File: config.mk
export PLATFORM = sky130hd
export DESIGN_NAME = vc_flit_buffer
export DESIGN_NICKNAME = d
export VERILOG_FILES = /design/src/rtl/vc_flit_buffer_pkg.sv /design/src/rtl/vc_queue.sv /design/src/rtl/vc_flit_buffer.sv
export SDC_FILE = /design/constraint.sdc
export NUM_CORES = 2
export LEC_CHECK = 0
export BUFFER_PORTS_ARGS = -buffer_cell sky130_fd_sc_hd__buf_4
export CORE_ASPECT_RATIO = 0.6
export CORE_MARGIN = 5
export CORE_UTILIZATION = 30
export CTS_CLUSTER_SIZE = 14
export DETAILED_ROUTE_END_ITERATION = 12
export GPL_TIMING_DRIVEN = 0
export PLACE_DENSITY = 0.45
export SKIP_CTS_REPAIR_TIMING = 1
export SYNTH_ARGS = -nofsm -noshare
export SYNTH_HDL_FRONTEND = slang
export SYNTH_HIERARCHICAL = 1
export SYNTH_SLANG_ARGS = --single-unit
File: constraint.sdc
create_clock -name clk -period 19.4 [get_ports clk]
set_input_delay 2.91 -clock clk [delete_from_list [all_inputs] [get_ports clk]]
set_output_delay 2.91 -clock clk [all_outputs]
set_load 0.05 [all_outputs]
File: src/rtl/vc_flit_buffer_pkg.sv
// Shared width helpers for the virtual-channel flit buffer and its per-VC queues.
package vc_flit_buffer_pkg;

  function automatic int unsigned idx_width(input int unsigned depth);
    return (depth > 1) ? $clog2(depth) : 1;
  endfunction

  function automatic int unsigned vc_width(input int unsigned vcs);
    return (vcs > 1) ? $clog2(vcs) : 1;
  endfunction

  function automatic int unsigned cnt_width(input int unsigned depth);
    return $clog2(depth + 1);
  endfunction

endpackage

File: src/rtl/vc_queue.sv
// One compacting flit queue: in-order append, indexed extraction with shift-down, per-entry mark bit.
module vc_queue
  import vc_flit_buffer_pkg::*;
#(
  parameter int unsigned WIDTH = 30,
  parameter int unsigned DEPTH = 8,
  parameter int unsigned IDX_W = idx_width(DEPTH),
  parameter int unsigned CNT_W = cnt_width(DEPTH)
) (
  input  logic             clk,
  input  logic             rst,
  input  logic             add_en,
  input  logic [WIDTH-1:0] add_data,
  input  logic             rem_en,
  input  logic [IDX_W-1:0] rem_idx,
  input  logic             mark_en,
  input  logic             mark_val,
  input  logic [IDX_W-1:0] mark_idx,
  output logic             rem_ok,
  output logic             mark_ok,
  output logic [WIDTH-1:0] rem_data,
  output logic             rem_marked,
  output logic [CNT_W-1:0] count,
  output logic             full,
  output logic             empty
);

  typedef struct packed {
    logic [WIDTH-1:0] data;
    logic             marked;
  } entry_t;

  entry_t             mem_q [DEPTH];
  entry_t             mem_d [DEPTH];
  logic [CNT_W-1:0]   count_q, count_d;
  logic               full_q, full_d;
  logic               empty_q, empty_d;

  logic               add_hit, rem_hit, mark_hit;
  logic [CNT_W-1:0]   add_pos;

  assign rem_ok     = CNT_W'(rem_idx) < count_q;
  assign mark_ok    = CNT_W'(mark_idx) < count_q;
  assign rem_data   = mem_q[rem_idx].data;
  assign rem_marked = mem_q[rem_idx].marked;
  assign count      = count_q;
  assign full       = full_q;
  assign empty      = empty_q;

  // Order matters: mark on the pre-shift index, then compact, then append,
  // so a marked entry travels with its data and a new flit lands after the shift.
  always_comb begin
    mem_d    = mem_q;
    count_d  = count_q;
    add_hit  = add_en & ~full_q;
    rem_hit  = rem_en & rem_ok;
    mark_hit = mark_en & mark_ok;
    add_pos  = rem_hit ? (count_q - CNT_W'(1)) : count_q;

    if (mark_hit && !(rem_hit && (mark_idx == rem_idx))) begin
      mem_d[mark_idx].marked = mark_val;
    end

    if (rem_hit) begin
      for (int unsigned i = 0; i + 1 < DEPTH; i++) begin
        if (i >= 32'(rem_idx)) begin
          mem_d[i] = mem_d[i+1];
        end
      end
    end

    if (add_hit) begin
      mem_d[IDX_W'(add_pos)].data   = add_data;
      mem_d[IDX_W'(add_pos)].marked = 1'b0;
    end

    unique case ({add_hit, rem_hit})
      2'b10:   count_d = count_q + CNT_W'(1);
      2'b01:   count_d = count_q - CNT_W'(1);
      default: count_d = count_q;
    endcase

    full_d  = (count_d == CNT_W'(DEPTH));
    empty_d = (count_d == '0);
  end

  always_ff @(posedge clk) begin
    if (rst) begin
      count_q <= '0;
      full_q  <= 1'b0;
      empty_q <= 1'b1;
      for (int unsigned i = 0; i < DEPTH; i++) begin
        mem_q[i].marked <= 1'b0;
      end
    end else begin
      count_q <= count_d;
      full_q  <= full_d;
      empty_q <= empty_d;
      mem_q   <= mem_d;
    end
  end

endmodule

File: src/rtl/vc_flit_buffer.sv
// Router input-port flit buffer: VCS independent compacting queues with indexed removal and mark bits.
module vc_flit_buffer
  import vc_flit_buffer_pkg::*;
#(
  parameter int unsigned WIDTH = 30,
  parameter int unsigned DEPTH = 8,
  parameter int unsigned VCS   = 4,
  parameter int unsigned IDX_W = idx_width(DEPTH),
  parameter int unsigned VC_W  = vc_width(VCS),
  parameter int unsigned CNT_W = cnt_width(DEPTH)
) (
  input  logic                 clk,
  input  logic                 rst,
  input  logic                 add_valid,
  input  logic [VC_W-1:0]      add_vc,
  input  logic [WIDTH-1:0]     add_data,
  output logic                 add_ready,
  input  logic                 rem_valid,
  input  logic [VC_W-1:0]      rem_vc,
  input  logic [IDX_W-1:0]     rem_idx,
  output logic                 rem_done,
  output logic                 rem_err,
  output logic [WIDTH-1:0]     out_data,
  output logic                 out_marked,
  input  logic                 mark_en,
  input  logic                 mark_val,
  input  logic [VC_W-1:0]      mark_vc,
  input  logic [IDX_W-1:0]     mark_idx,
  output logic                 mark_done,
  output logic                 mark_err,
  output logic [VCS-1:0]       full,
  output logic [VCS-1:0]       empty,
  output logic [VCS*CNT_W-1:0] count
);

  logic [VCS-1:0]   q_add_en, q_rem_en, q_mark_en;
  logic [VCS-1:0]   q_rem_ok, q_mark_ok, q_rem_marked;
  logic [VCS-1:0]   q_full, q_empty;
  logic [WIDTH-1:0] q_rem_data [VCS];
  logic [CNT_W-1:0] q_count [VCS];

  logic             sel_rem_ok, sel_mark_ok, sel_marked;
  logic [WIDTH-1:0] sel_data;

  logic             rem_done_q, rem_done_d;
  logic             rem_err_q, rem_err_d;
  logic [WIDTH-1:0] out_data_q, out_data_d;
  logic             out_marked_q, out_marked_d;
  logic             mark_done_q, mark_done_d;
  logic             mark_err_q, mark_err_d;

  for (genvar v = 0; v < VCS; v++) begin : g_vc
    vc_queue #(
      .WIDTH (WIDTH),
      .DEPTH (DEPTH),
      .IDX_W (IDX_W),
      .CNT_W (CNT_W)
    ) u_queue (
      .clk        (clk),
      .rst        (rst),
      .add_en     (q_add_en[v]),
      .add_data   (add_data),
      .rem_en     (q_rem_en[v]),
      .rem_idx    (rem_idx),
      .mark_en    (q_mark_en[v]),
      .mark_val   (mark_val),
      .mark_idx   (mark_idx),
      .rem_ok     (q_rem_ok[v]),
      .mark_ok    (q_mark_ok[v]),
      .rem_data   (q_rem_data[v]),
      .rem_marked (q_rem_marked[v]),
      .count      (q_count[v]),
      .full       (q_full[v]),
      .empty      (q_empty[v])
    );
    assign count[v*CNT_W +: CNT_W] = q_count[v];
  end

  assign full  = q_full;
  assign empty = q_empty;

  // An out-of-range VC select matches no queue, so it reports not-ready / error.
  always_comb begin
    q_add_en    = '0;
    q_rem_en    = '0;
    q_mark_en   = '0;
    add_ready   = 1'b0;
    sel_rem_ok  = 1'b0;
    sel_mark_ok = 1'b0;
    sel_data    = '0;
    sel_marked  = 1'b0;
    for (int unsigned v = 0; v < VCS; v++) begin
      if (add_vc == VC_W'(v)) begin
        add_ready   = ~q_full[v];
        q_add_en[v] = add_valid & ~q_full[v];
      end
      if (rem_vc == VC_W'(v)) begin
        q_rem_en[v] = rem_valid;
        sel_rem_ok  = q_rem_ok[v];
        sel_data    = q_rem_data[v];
        sel_marked  = q_rem_marked[v];
      end
      if (mark_vc == VC_W'(v)) begin
        q_mark_en[v] = mark_en;
        sel_mark_ok  = q_mark_ok[v];
      end
    end

    rem_done_d   = rem_valid & sel_rem_ok;
    rem_err_d    = rem_valid & ~sel_rem_ok;
    mark_done_d  = mark_en & sel_mark_ok;
    mark_err_d   = mark_en & ~sel_mark_ok;
    out_data_d   = rem_done_d ? sel_data : out_data_q;
    out_marked_d = rem_done_d ? sel_marked : out_marked_q;
  end

  always_ff @(posedge clk) begin
    if (rst) begin
      rem_done_q   <= 1'b0;
      rem_err_q    <= 1'b0;
      out_data_q   <= '0;
      out_marked_q <= 1'b0;
      mark_done_q  <= 1'b0;
      mark_err_q   <= 1'b0;
    end else begin
      rem_done_q   <= rem_done_d;
      rem_err_q    <= rem_err_d;
      out_data_q   <= out_data_d;
      out_marked_q <= out_marked_d;
      mark_done_q  <= mark_done_d;
      mark_err_q   <= mark_err_d;
    end
  end

  assign rem_done   = rem_done_q;
  assign rem_err    = rem_err_q;
  assign out_data   = out_data_q;
  assign out_marked = out_marked_q;
  assign mark_done  = mark_done_q;
  assign mark_err   = mark_err_q;

endmodule

==> results.json <==
{
  "status": "complete, no violations",
  "place_inst": 8180,
  "routed_wl_mm": 255,
  "dpl_cell_area_sq_um": 67600,
  "tns_ns": 0,
  "die-area_sq_um": 219000,
  "finalSetupViolCount": 0,
  "path_delay_family": "multiplexers",
  "ios": 108,
  "yosysSeqAreaShare": 0.487,
  "total_power_mw": 5.70,
  "synth_edf_count": 960,
  "core-area_sq_um": 209000,
  "cp_num_buf_inv": 3,
  "fmax_mhz": 149,
  "antenna_found_initial": 25,
  "start_kind": "input port",
  "maxCapViolations": 0,
  "dr.pass1.iters": 6,
  "grt.overflow.total": 0,
  "synth_ff_type": "edfxtp_1",
  "dp_hpwl_mm": 183,
  "whs_ns": 0.481,
  "worstSetupPathType": "input port to primary output",
  "arrival_ns": 3.78,
  "ir_worst_vdd_v": 0.0000784,
  "grt_setup_unrepaired": "no",
  "route.antenna.remaining_nets": 0,
  "avgViaCountPerCell": 5.66,
  "intPower_mw": 4.13,
  "layout-drive-gt1-share": 0.204,
  "clockBufferDepth": 3,
  "cts_tree": "built",
  "combPwrFrac": 0.135,
  "clkSlewWorstSetupHoldPaths_ns": 0.06,
  "slew_headroom": 0.0407,
  "fin_nets": 5601,
  "cp_slowest_stage_delay_ns": 0.50,
  "synth_area_sq_um": 62900,
  "grt_usage": 0.224,
  "swShare": 0.275,
  "p_seq_frac": 0.479,
  "finalWorstSetupSlack_ns": 12.71,
  "grt_pass1_vias": 44000,
  "switchingPower_mw": 1.57,
  "async_reset_ff_frac": 0,
  "grt_max_degree": 116,
  "period_share": 0.345,
  "insertion_delay_ns": 0.77,
  "slowest_stage": "mux4_2",
  "cp_cell_sequence": "buf_4 -> mux4_2 -> inv_1 -> buf_4",
  "cts_max_level": 3,
  "initial_core_util": 0.301,
  "row_count": 130,
  "nFillCells": 20800,
  "hold_violations": 0,
  "crit_required_ns": 16.49,
  "synth.avg_cell_area_sq_um": 11.9,
  "final_cell_area_sq_um": 71200,
  "clock_power_share": 0.386,
  "clock_skew_ns": 0.0434,
  "leakagePower_nw": 26.8,
  "die_width_microns": 601,
  "finalMaxSlewViolations": 0,
  "crit_path_max_fanout": 5,
  "cts.sinks": 1051,
  "finalCoreUtilization": 0.341,
  "ys_warn_count": 6,
  "power_density_nw_per_um2": 80.1,
  "endpoint_kind": "primary output",
  "die_y_microns": 365,
  "mostFrequentLayoutCells": "edfxtp_1, mux2i_1, nor2_1",
  "grt_first_pass_wirelength_mm": 355,
  "synth_fp_nets": 5358,
  "place_congestion": 0.874,
  "ys_ff_latch": 1051,
  "portBuffers": 105,
  "tightest_slew_ns": 1.44,
  "final_cells": 8392,
  "worstHoldPathType": "register to register",
  "ys_types": 86,
  "vias": 47500,
  "period_minus_slack_ns": 6.69,
  "syn2layout_area_growth_pct": 13.2,
  "dp_slack_ns": 12.22,
  "syn_inst": 5278,
  "route.detailed.drc": 0,
  "drt_iter0_markers": 6644,
  "cts_root_buffer": "clkbuf_16",
  "cpMostUsedCell": "buf_4",
  "drt-wirelength-per-cell_microns": 30.4,
  "final_common_cell": "edfxtp_1",
  "cts_made_buffers": 111
}
[per-layer routing]
layer | up-vias | track usage | routed length (microns)
met5 | - | 0 | 30
met4 | 4 | 0.0465 | 5350
met3 | 245 | 0.0593 | 27300
met2 | 2312 | 0.298 | 99000
met1 | 24400 | 0.357 | 123000
li1 | 20500 | - | -
[kinds of logic (layout without fill, tap and decap cells)]
| kind of cell | Yosys count | after routing | share of synthesized area |
|---|---|---|---|
| muxes | 1405 | 1405 | 0.286 |
| xor gates and xnor gates | 11 | 11 | 0.00153 |
| buffers and inverters | 549 | 885 | 0.0418 |
| AOI/OAI and AO/OA | 972 | 972 | 0.0880 |
| other | 0 | 6 | 0 |
| and+or+nand+nor | 1258 | 1258 | 0.0894 |
| adders and majority gates | 32 | 32 | 0.00636 |
| DFF | 1051 | 1051 | 0.487 |
[power groups by stage]
stage | Sequential (mW) | Clock (mW) | Combinational (mW)
5_1_grt | 2.75 | 2.34 | 0.810
3_3_place_gp | 2.80 | 0 | 0.745
4_1_cts | 2.73 | 2.25 | 0.761
6_report | 2.73 | 2.20 | 0.771
2_1_floorplan | 2.77 | 0 | 0.447
3_5_place_dp | 2.78 | 0 | 0.760
[synth_stat cells (9+ instances only)]
master	instances	area share
buf_6	45	0.0081
dfxtp_1	91	0.029
o31ai_1	9	0.0011
buf_2	164	0.013
edfxtp_1	960	0.46
xor2_1	9	0.0013
o21ai_0	199	0.016
ha_1	32	0.0064
nand2_1	440	0.026
a21oi_1	420	0.033
inv_1	49	0.0029
clkbuf_1	247	0.015
and3_1	13	0.0013
buf_1	33	0.0020
nand3_1	27	0.0021
a221oi_1	11	0.0015
a211oi_1	18	0.0021
mux4_2	278	0.10
nor2b_1	25	0.0025
nand4_1	30	0.0030
and2_1	133	0.013
mux2_2	303	0.054
nor3_1	29	0.0023
nor4_1	41	0.0041
mux2i_1	814	0.13
nor2_1	465	0.028
nand2b_1	15	0.0015
o21ai_1	190	0.015
[path summary, 6_finish.rpt]
kind              cells past startpoint                         end  slack [ns]                        from
setup / recovery                      4                   add_ready       12.71                   add_vc[0]
hold / removal                        2  g_vc[0].u_queue/mem_q[186]        0.48  g_vc[0].u_queue/mem_q[155]
setup reg to reg                     12       g_vc[0].u_queue/empty       14.74        g_vc[0].u_queue/full
hold reg to reg                       2  g_vc[0].u_queue/mem_q[186]        0.48  g_vc[0].u_queue/mem_q[155]
[state kept, by name (all words and copies together) (netlist names)]
| signal | cells |
|---|---|
| mark_err | 1 |
| mark_done | 1 |
| g_vc.u_queue/empty | 4 |
| rem_done | 1 |
| out_marked | 1 |
| g_vc.u_queue/count | 16 |
| g_vc.u_queue/full | 4 |
| out_data | 30 |
| rem_err | 1 |
| g_vc.u_queue/mem_q | 992 |
[worst min-delay path: cells and delay by family (launching register included)]
| family | cells | cell delay, ns |
|---|---|---|
| AOI/OAI and AO/OA | 1 | 0.05 |
| and+or+nand+nor | 1 | 0.06 |
| DFF | 1 | 0.33 |
[area by class of cell]
class,count,area [sq um],share of cell area
repair buffers,130,1170,0.0165
clock inverters,58,512,0.00719
diodes,6,15.0,0.000211
well taps,2772,3470,0.0487
flip-flops and latches,1051,30600,0.430
plain buffers,498,2440,0.0343
multi-input cells,3678,29700,0.417
inverters,51,221,0.00311
clock buffers,148,3070,0.0431
Note: power is estimated with default switching activity, not from simulation.
